==> src/rtl/pc_fetch_stage_if.sv <==
// rtl/pc_fetch_stage_if.sv - IF-stage control, instruction-memory and IF/ID bundle
interface pc_fetch_stage_if #(
  parameter int PC_W = 9
);
  logic            Stall;
  logic            PcSel;
  logic [31:0]     BrPC;
  logic            Halt_com;
  logic [31:0]     Instr_rdata;
  logic [PC_W-1:0] Instr_addr;
  logic [PC_W-1:0] Cur_PC;
  logic [PC_W-1:0] IfId_PC;
  logic [31:0]     IfId_Instr;
  logic            IfId_Valid;
  logic            Halted;
  logic            Misalign;
  logic [31:0]     Fetch_cnt;
  logic [31:0]     Flush_cnt;

  // The fetch stage itself
  modport slave (
    input  Stall, PcSel, BrPC, Halt_com, Instr_rdata,
    output Instr_addr, Cur_PC, IfId_PC, IfId_Instr, IfId_Valid,
           Halted, Misalign, Fetch_cnt, Flush_cnt
  );

  // Hazard unit, EX stage and instruction memory around it
  modport master (
    output Stall, PcSel, BrPC, Halt_com, Instr_rdata,
    input  Instr_addr, Cur_PC, IfId_PC, IfId_Instr, IfId_Valid,
           Halted, Misalign, Fetch_cnt, Flush_cnt
  );
endinterface

==> src/rtl/pc_fetch_stage.sv <==
// rtl/pc_fetch_stage.sv - PC register, IF/ID register and RUN/HALTED fetch FSM
// Optional perf counters enabled by defining FETCH_PERF_CNT_EN.
module pc_fetch_stage #(
  parameter int              PC_W      = 9,
  parameter logic [PC_W-1:0] RESET_PC  = '0,
  parameter logic [31:0]     NOP_INSTR = 32'h0000_0013
) (
  input logic              clk,
  input logic              reset,
  pc_fetch_stage_if.slave  bus
);

  localparam logic [0:0] ST_RUN    = 1'b0;
  localparam logic [0:0] ST_HALTED = 1'b1;

  logic [0:0]      state;
  logic [PC_W-1:0] cur_pc;
  logic [PC_W-1:0] ifid_pc;
  logic [31:0]     ifid_instr;
  logic            ifid_valid;
  logic            misalign;

  logic            running;
  logic            take_redirect;
  logic            take_fetch;
  logic [PC_W-1:0] target;
  logic            unused_brpc_hi;

  assign running       = (state == ST_RUN);
  assign take_redirect = running && bus.PcSel;
  assign take_fetch    = running && !bus.PcSel && !bus.Stall;
  assign target        = {bus.BrPC[PC_W-1:2], 2'b00};
  assign unused_brpc_hi = &{1'b0, bus.BrPC[31:PC_W]};

  always_ff @(posedge clk or negedge reset) begin
    if (!reset) begin
      state      <= ST_RUN;
      cur_pc     <= RESET_PC;
      ifid_pc    <= '0;
      ifid_instr <= NOP_INSTR;
      ifid_valid <= 1'b0;
      misalign   <= 1'b0;
    end else begin
      misalign <= 1'b0;
      if (take_redirect) begin
        // Redirect beats stall; a halt redirect still loads the target PC
        cur_pc     <= target;
        ifid_pc    <= '0;
        ifid_instr <= NOP_INSTR;
        ifid_valid <= 1'b0;
        misalign   <= |bus.BrPC[1:0];
        if (bus.Halt_com) begin
          state <= ST_HALTED;
        end
      end else if (take_fetch) begin
        cur_pc     <= cur_pc + PC_W'(4);
        ifid_pc    <= cur_pc;
        ifid_instr <= bus.Instr_rdata;
        ifid_valid <= 1'b1;
      end
    end
  end

`ifdef FETCH_PERF_CNT_EN
  logic [31:0] fetch_cnt;
  logic [31:0] flush_cnt;

  always_ff @(posedge clk or negedge reset) begin
    if (!reset) begin
      fetch_cnt <= '0;
      flush_cnt <= '0;
    end else begin
      if (take_fetch) begin
        fetch_cnt <= fetch_cnt + 32'd1;
      end
      if (take_redirect && !bus.Halt_com) begin
        flush_cnt <= flush_cnt + 32'd1;
      end
    end
  end

  assign bus.Fetch_cnt = fetch_cnt;
  assign bus.Flush_cnt = flush_cnt;
`else
  assign bus.Fetch_cnt = 32'h0;
  assign bus.Flush_cnt = 32'h0;
`endif

  assign bus.Instr_addr = cur_pc;
  assign bus.Cur_PC     = cur_pc;
  assign bus.IfId_PC    = ifid_pc;
  assign bus.IfId_Instr = ifid_instr;
  assign bus.IfId_Valid = ifid_valid;
  assign bus.Halted     = (state == ST_HALTED);
  assign bus.Misalign   = misalign;

endmodule

==> src/flat_wrapper.sv <==
// flat-port wrapper written by rule: the top's interface ports become plain ports
module pc_fetch_stage_flat 
#(
  parameter int              PC_W      = 9,
  parameter logic [PC_W-1:0] RESET_PC  = '0,
  parameter logic [31:0]     NOP_INSTR = 32'h0000_0013
)
  (clk, reset, bus_Stall, bus_PcSel, bus_BrPC, bus_Halt_com, bus_Instr_rdata, bus_Instr_addr, bus_Cur_PC, bus_IfId_PC, bus_IfId_Instr, bus_IfId_Valid, bus_Halted, bus_Misalign, bus_Fetch_cnt, bus_Flush_cnt);
  pc_fetch_stage_if #(.PC_W(PC_W)) bus_i ();
  input logic clk;
  input logic reset;
  input wire logic [$bits(bus_i.Stall)-1:0] bus_Stall;
  input wire logic [$bits(bus_i.PcSel)-1:0] bus_PcSel;
  input wire logic [$bits(bus_i.BrPC)-1:0] bus_BrPC;
  input wire logic [$bits(bus_i.Halt_com)-1:0] bus_Halt_com;
  input wire logic [$bits(bus_i.Instr_rdata)-1:0] bus_Instr_rdata;
  output wire logic [$bits(bus_i.Instr_addr)-1:0] bus_Instr_addr;
  output wire logic [$bits(bus_i.Cur_PC)-1:0] bus_Cur_PC;
  output wire logic [$bits(bus_i.IfId_PC)-1:0] bus_IfId_PC;
  output wire logic [$bits(bus_i.IfId_Instr)-1:0] bus_IfId_Instr;
  output wire logic [$bits(bus_i.IfId_Valid)-1:0] bus_IfId_Valid;
  output wire logic [$bits(bus_i.Halted)-1:0] bus_Halted;
  output wire logic [$bits(bus_i.Misalign)-1:0] bus_Misalign;
  output wire logic [$bits(bus_i.Fetch_cnt)-1:0] bus_Fetch_cnt;
  output wire logic [$bits(bus_i.Flush_cnt)-1:0] bus_Flush_cnt;
  assign bus_i.Stall = bus_Stall;
  assign bus_i.PcSel = bus_PcSel;
  assign bus_i.BrPC = bus_BrPC;
  assign bus_i.Halt_com = bus_Halt_com;
  assign bus_i.Instr_rdata = bus_Instr_rdata;
  assign bus_Instr_addr = bus_i.Instr_addr;
  assign bus_Cur_PC = bus_i.Cur_PC;
  assign bus_IfId_PC = bus_i.IfId_PC;
  assign bus_IfId_Instr = bus_i.IfId_Instr;
  assign bus_IfId_Valid = bus_i.IfId_Valid;
  assign bus_Halted = bus_i.Halted;
  assign bus_Misalign = bus_i.Misalign;
  assign bus_Fetch_cnt = bus_i.Fetch_cnt;
  assign bus_Flush_cnt = bus_i.Flush_cnt;
  pc_fetch_stage #(.PC_W(PC_W), .RESET_PC(RESET_PC), .NOP_INSTR(NOP_INSTR)) u_core (.clk(clk), .reset(reset), .bus(bus_i));
endmodule
==> config.mk <==
export PLATFORM = sky130hd
export DESIGN_NAME = pc_fetch_stage_flat
export DESIGN_NICKNAME = d
export VERILOG_FILES = /design/src/rtl/pc_fetch_stage_if.sv /design/src/rtl/pc_fetch_stage.sv /design/src/flat_wrapper.sv
export SDC_FILE = /design/constraint.sdc
export NUM_CORES = 1
export LEC_CHECK = 0
export CORE_UTILIZATION = 34
export DETAILED_ROUTE_END_ITERATION = 10
export PLACE_DENSITY_LB_ADDON = 0.08
export SLEW_MARGIN = 10
export SYNTH_ARGS = -nofsm -noshare
export SYNTH_HDL_FRONTEND = slang
export SYNTH_SLANG_ARGS = --single-unit
==> constraint.sdc <==
create_clock -name clk -period 1.75 [get_ports clk]
set_input_delay 0.525 -clock clk [delete_from_list [all_inputs] [get_ports clk]]
set_output_delay 0.525 -clock clk [all_outputs]
set_load 0.1 [all_outputs]
After elaboration in Yosys (flattened, before gate mapping)
Cells that the tools add are included.
- add/sub/neg operators: 1
- multiplexer cells: 9
- bitwise gates (word level): 1
- reductions and logical operators: 8
- operators by type and width (kind ; number):
    two-way mux 32 bit ; 2
    two-way mux 9 bit ; 4
    adder 9 x 3 -> 9 bit, second input constant ; 1
    logical AND 1 bit ; 3
    two-way mux 1 bit ; 3
    logical NOT 1 bit ; 2
    AND reduction 2 bit ; 1
    nonzero test 2 bit ; 1
    OR reduction 2 bit ; 1
    NOT 1 bit ; 1
- flip-flop bits (word level): 53
- input bits: 69
- output and inout bits: 126
- word-level logic and storage cells: 25

Depth between registers and ports, before layout
- depth in word-level cells: 5
- gate-level depth with buffers: 6
- mapped depth without buffers: 5

Worst setup path before layout
No wires, ideal clock.
- kind: register -> register
- start: register u_core.cur_pc[2], in the netlist u_core.bus.Cur_PC[2]
- end: register u_core.cur_pc[8], in the netlist u_core.bus.Cur_PC[8]
- library setup time: 128 ps
- data arrival time: 1858 ps
- data required time: 1622 ps
- path slack: -236 ps
- cell stages (with the launch flop): 6
- path buffers: 0
- clock period less this slack: 1986 ps
- cells stage by stage: dfrtp_1 ha_1 nand4b_1 nor2_1 mux2i_1 a21oi_1
- word-level cells in the longest chain between the ends: 3
- ends and longest elaborated chain (item ; RTL line ; RTL):
    start, declared ; pc_fetch_stage.sv:17 ; logic [PC_W-1:0] cur_pc;
    start signal, assigned ; pc_fetch_stage.sv:47 ; cur_pc <= target;
    start signal, assigned ; pc_fetch_stage.sv:56 ; cur_pc <= cur_pc + PC_W'(4);
    adder 9 x 3 -> 9 bit ; pc_fetch_stage.sv:56 ;
    two-way mux 9 bit ; pc_fetch_stage.sv:55 ; end else if (take_fetch) begin
    two-way mux 9 bit ; pc_fetch_stage.sv:45 ; if (take_redirect) begin
No other way between the ends. The select of a mux whose other input is x is not followed.
A chain may end at the register's enable or synchronous reset.

Worst setup path in the final report
- start: register u_core.state, in the netlist u_core.bus.Halted
- end: output port bus_Halted
- RTL lines (item ; RTL line ; RTL):
    start, declared ; pc_fetch_stage.sv:16 ; logic [0:0] state;
    start signal, assigned ; pc_fetch_stage.sv:37 ; state <= ST_RUN;
    start signal, assigned ; pc_fetch_stage.sv:53 ; state <= ST_HALTED;
    end, declared ; flat_wrapper.sv:22 ; output wire logic [$bits(bus_i.Halted)-1:0] bus_Halted;
No word-level cell between the ends.

==> impl_metrics.py <==
metrics = {
    "status": {
        "status": "complete, no violations",
    },
    "logic_synthesis": {
        "synthSimpleGateAreaFrac": 0.0529,
        "synth_edf_count": 0,
        "ys_ff_latch": 50,
        "synth_area_leader_cell": "dfrtp_1",
        "synth_cells": 228,
        "synth-xor-area-share": 0,
        "synth_top_family_by_area": "buffers and inverters",
        "synth_ff_type": "dfrtp_1",
        "synth_seq_area_share": 0.496,
        "synthTopCellsByArea": "dfrtp_1 (46%), buf_4 (23%), a22o_1 (12%), dfstp_2 (3.1%), nor2_1 (1.8%)",
        "synth-async-reset-ratio": 1.00,
        "synthAdderAreaFrac": 0.00494,
        "synth.distinct_cells": 29,
        "syn-cell-area_mm2": 0.00253,
        "synth-compound-area-share": 0.186,
        "avgSynthCellArea_um2": 11.1,
        "synthMuxAreaShare": 0.00395,
        "netlist.area_leader.share": 0.464,
        "yosys_warnings": 0,
    },
    "global_route": {
        "grt_first_pass_wirelength_um": 8940,
        "grt_use_total": 0.153,
        "grt_pass1_vias": 1664,
        "antenna_found_initial": 0,
        "gr-total-overflow": 0,
        "grt_start_max_net_pins": 37,
    },
    "setup_path": {
        "reg2reg_depth": 5,
        "r2r_end": "u_core.bus.Cur_PC[8]",
        "r2r_start": "u_core.bus.Cur_PC[2]",
        "crit_family": "flip-flops",
        "crit_type": "register to output port",
        "reg2reg_setup_slack_ns": 0.33,
        "worst_path_max_delay_cell": "dfrtp_2",
        "worstPathMaxFanout": 15,
        "cp.buffers_inverters": 1,
        "max_stage_delay_ns": 0.57,
        "endpoint_kind": "output port",
        "worstPathArrival_ns": 1.09,
        "critPathLaunchType": "register",
        "cp.required_ns": 1.22,
        "cp_cell_sequence": "buf_12",
    },
    "clock_tree": {
        "clock_tree.root_cell": "clkbuf_8",
        "insertion_delay_ns": 0.30,
        "cts_buffers": 5,
        "cts_buffer_depth": 2,
        "cts_setup_buffers": 0,
        "cts_resized": 0,
        "path_clk_slew_ns": 0.09,
        "ctsHtreeMaxLevel": 2,
        "clock-sinks": 50,
        "cts_tree": "done",
        "hold_buffers": 0,
    },
    "final_layout": {
        "utilization": 0.577,
        "syn_to_final_growth_pct": 64.3,
        "multiInputGateArea_um2": 883,
        "fillers": 635,
        "insertedDiodeCount": 0,
        "seq_area_mm2": 0.00127,
        "fin_nets": 406,
        "drive_gt1_frac": 0.297,
    },
    "floorplan": {
        "rows": 31,
        "die_area_mm2": 0.00780,
        "io_pins": 195,
        "initial_core_util": 0.351,
        "die_y_um": 88.3,
        "fp.coreArea_mm2": 0.00721,
        "die_w_um": 88.3,
    },
    "hold_path": {
        "hp-class": "input pin to asynchronous set/reset pin",
    },
    "routing": {
        "ant_nets": 0,
        "vias_per_cell": 4.27,
        "drc": 0,
        "drt_iter0_markers": 85,
        "first_pass_iters": 4,
        "wl_per_cell_um": 13.5,
        "routed_wl_um": 5870,
        "vias": 1860,
    },
    "sta": {
        "fin_skew_ns": 0.00749,
        "finalMaxSlewViolations": 0,
        "hold_violations": 0,
        "fin_crit_sh": 0.925,
        "min_period_ns": 1.62,
        "grt_setup_unrepaired": "no",
        "setup_viol": 0,
        "fmax_ghz": 0.617,
    },
    "pwr": {
        "vdd_drop_max_mv": 0.536,
        "power_leakage_nw": 1.93,
        "p_total_mw": 5.82,
        "power_density_mw_per_mm2": 1400,
    },
    "place": {
        "portBuffers": 103,
        "place_hpwl_um": 4320,
        "gp_congestion": 0.722,
    },
    "job": {
        "max-cap-violations": 0,
    },
}
-- flip-flops by register name, indices dropped and copies added (netlist names) --
| signal | flops |
|---|---|
| u_core.bus.IfId_PC | 8 |
| u_core.bus.IfId_Instr | 32 |
| u_core.bus.IfId_Valid | 1 |
| u_core.bus.Cur_PC | 7 |
| u_core.bus.Halted | 1 |
| u_core.bus.Misalign | 1 |
-- area by class of cell --
type	count	area share
Tap cell	99	0.0298
Clock buffer	5	0.0165
Timing Repair Buffer	119	0.424
Sequential cell	50	0.304
Multi-Input combinational cell	157	0.212
Inverter	3	0.00271
Clock inverter	3	0.0105
-- synthesized netlist by cell type, drive strengths merged, types with 2 or more instances --
| master | number |
|---|---|
| o21ai | 7 |
| a21oi | 5 |
| o22ai | 2 |
| a22o | 36 |
| dfrtp | 47 |
| nand2 | 8 |
| nand3 | 2 |
| o22a | 3 |
| dfstp | 3 |
| nor2 | 12 |
| a22oi | 3 |
| buf | 85 |
| inv | 3 |
-- power by group --
| group | switching, mW | internal, mW |
|---|---|---|
| combinational | 2.38 | 1.02 |
| clock | 0.399 | 0.429 |
| sequential | 0.251 | 1.34 |
-- layer usage --
layer	vias to the layer above	track usage	share of wire
li1	874	-	-
met4	0	0.0396	0.0080
met5	-	0	0
met1	874	0.214	0.44
met2	107	0.227	0.46
met3	5	0.0522	0.098
-- through the flow --
stage / hold slack (ns) / TNS, ns / instances / worst slack, ns / cell area, µm²
floorplan: 0.229 / 0 / 295 / 0.110 / 2800
global placement: 0.392 / -6.63 / 428 / -0.165 / 4050
detailed placement: 0.391 / -7.40 / 428 / -0.186 / 4050
CTS: 0.0518 / 0 / 436 / 0.117 / 4160
global route: 0.0449 / 0 / 436 / 0.0389 / 4160
finish: 0.0545 / 0 / 436 / 0.130 / 4160
-- layout by cell type (no fill, tap or decap), drive strengths merged --
cell and n:
buf 75, conb 68, dfrtp 47, clkdlybuf4s50 44, a22o 36, nor2 12, nand2 8, o21ai 7
a21oi 5, clkbuf 5, inv 4, o22a 3, a22oi 3, dfstp 3, nand3 2, o22ai 2
nor3 1, and2 1, and4b 1, a2bb2oi 1, nand4b 1, nor4 1, a31oi 1, a32oi 1
mux2i 1, a21o 1, ha 1, clkinv 1, bufinv 1
-- kinds of logic after synthesis --
kind of cell,count (synthesis)
buf+inv,88
compound gates,60
flops,50
simple gates,27
mux,1
fa+ha+maj,1
other cells,1
-- worst max path at each step --
| stage | slack (ns) | to | from | cells past startpoint |
|---|---|---|---|---|
| 3_5_place_dp | -0.19 | u_core.bus.IfId_Instr[15] | bus_PcSel | 4 |
| 4_1_cts | 0.12 | bus_Halted | u_core.bus.Halted | 1 |
| 6_report | 0.13 | bus_Halted | u_core.bus.Halted | 1 |
| 3_3_place_gp | -0.17 | u_core.bus.IfId_Instr[18] | bus_PcSel | 4 |
| 2_1_floorplan | 0.11 | u_core.bus.Cur_PC[8] | u_core.bus.Cur_PC[2] | 5 |
| 5_1_grt | 0.04 | u_core.bus.Cur_PC[7] | bus_Stall | 5 |
No activity file was read; power rests on OpenSTA's default activity.
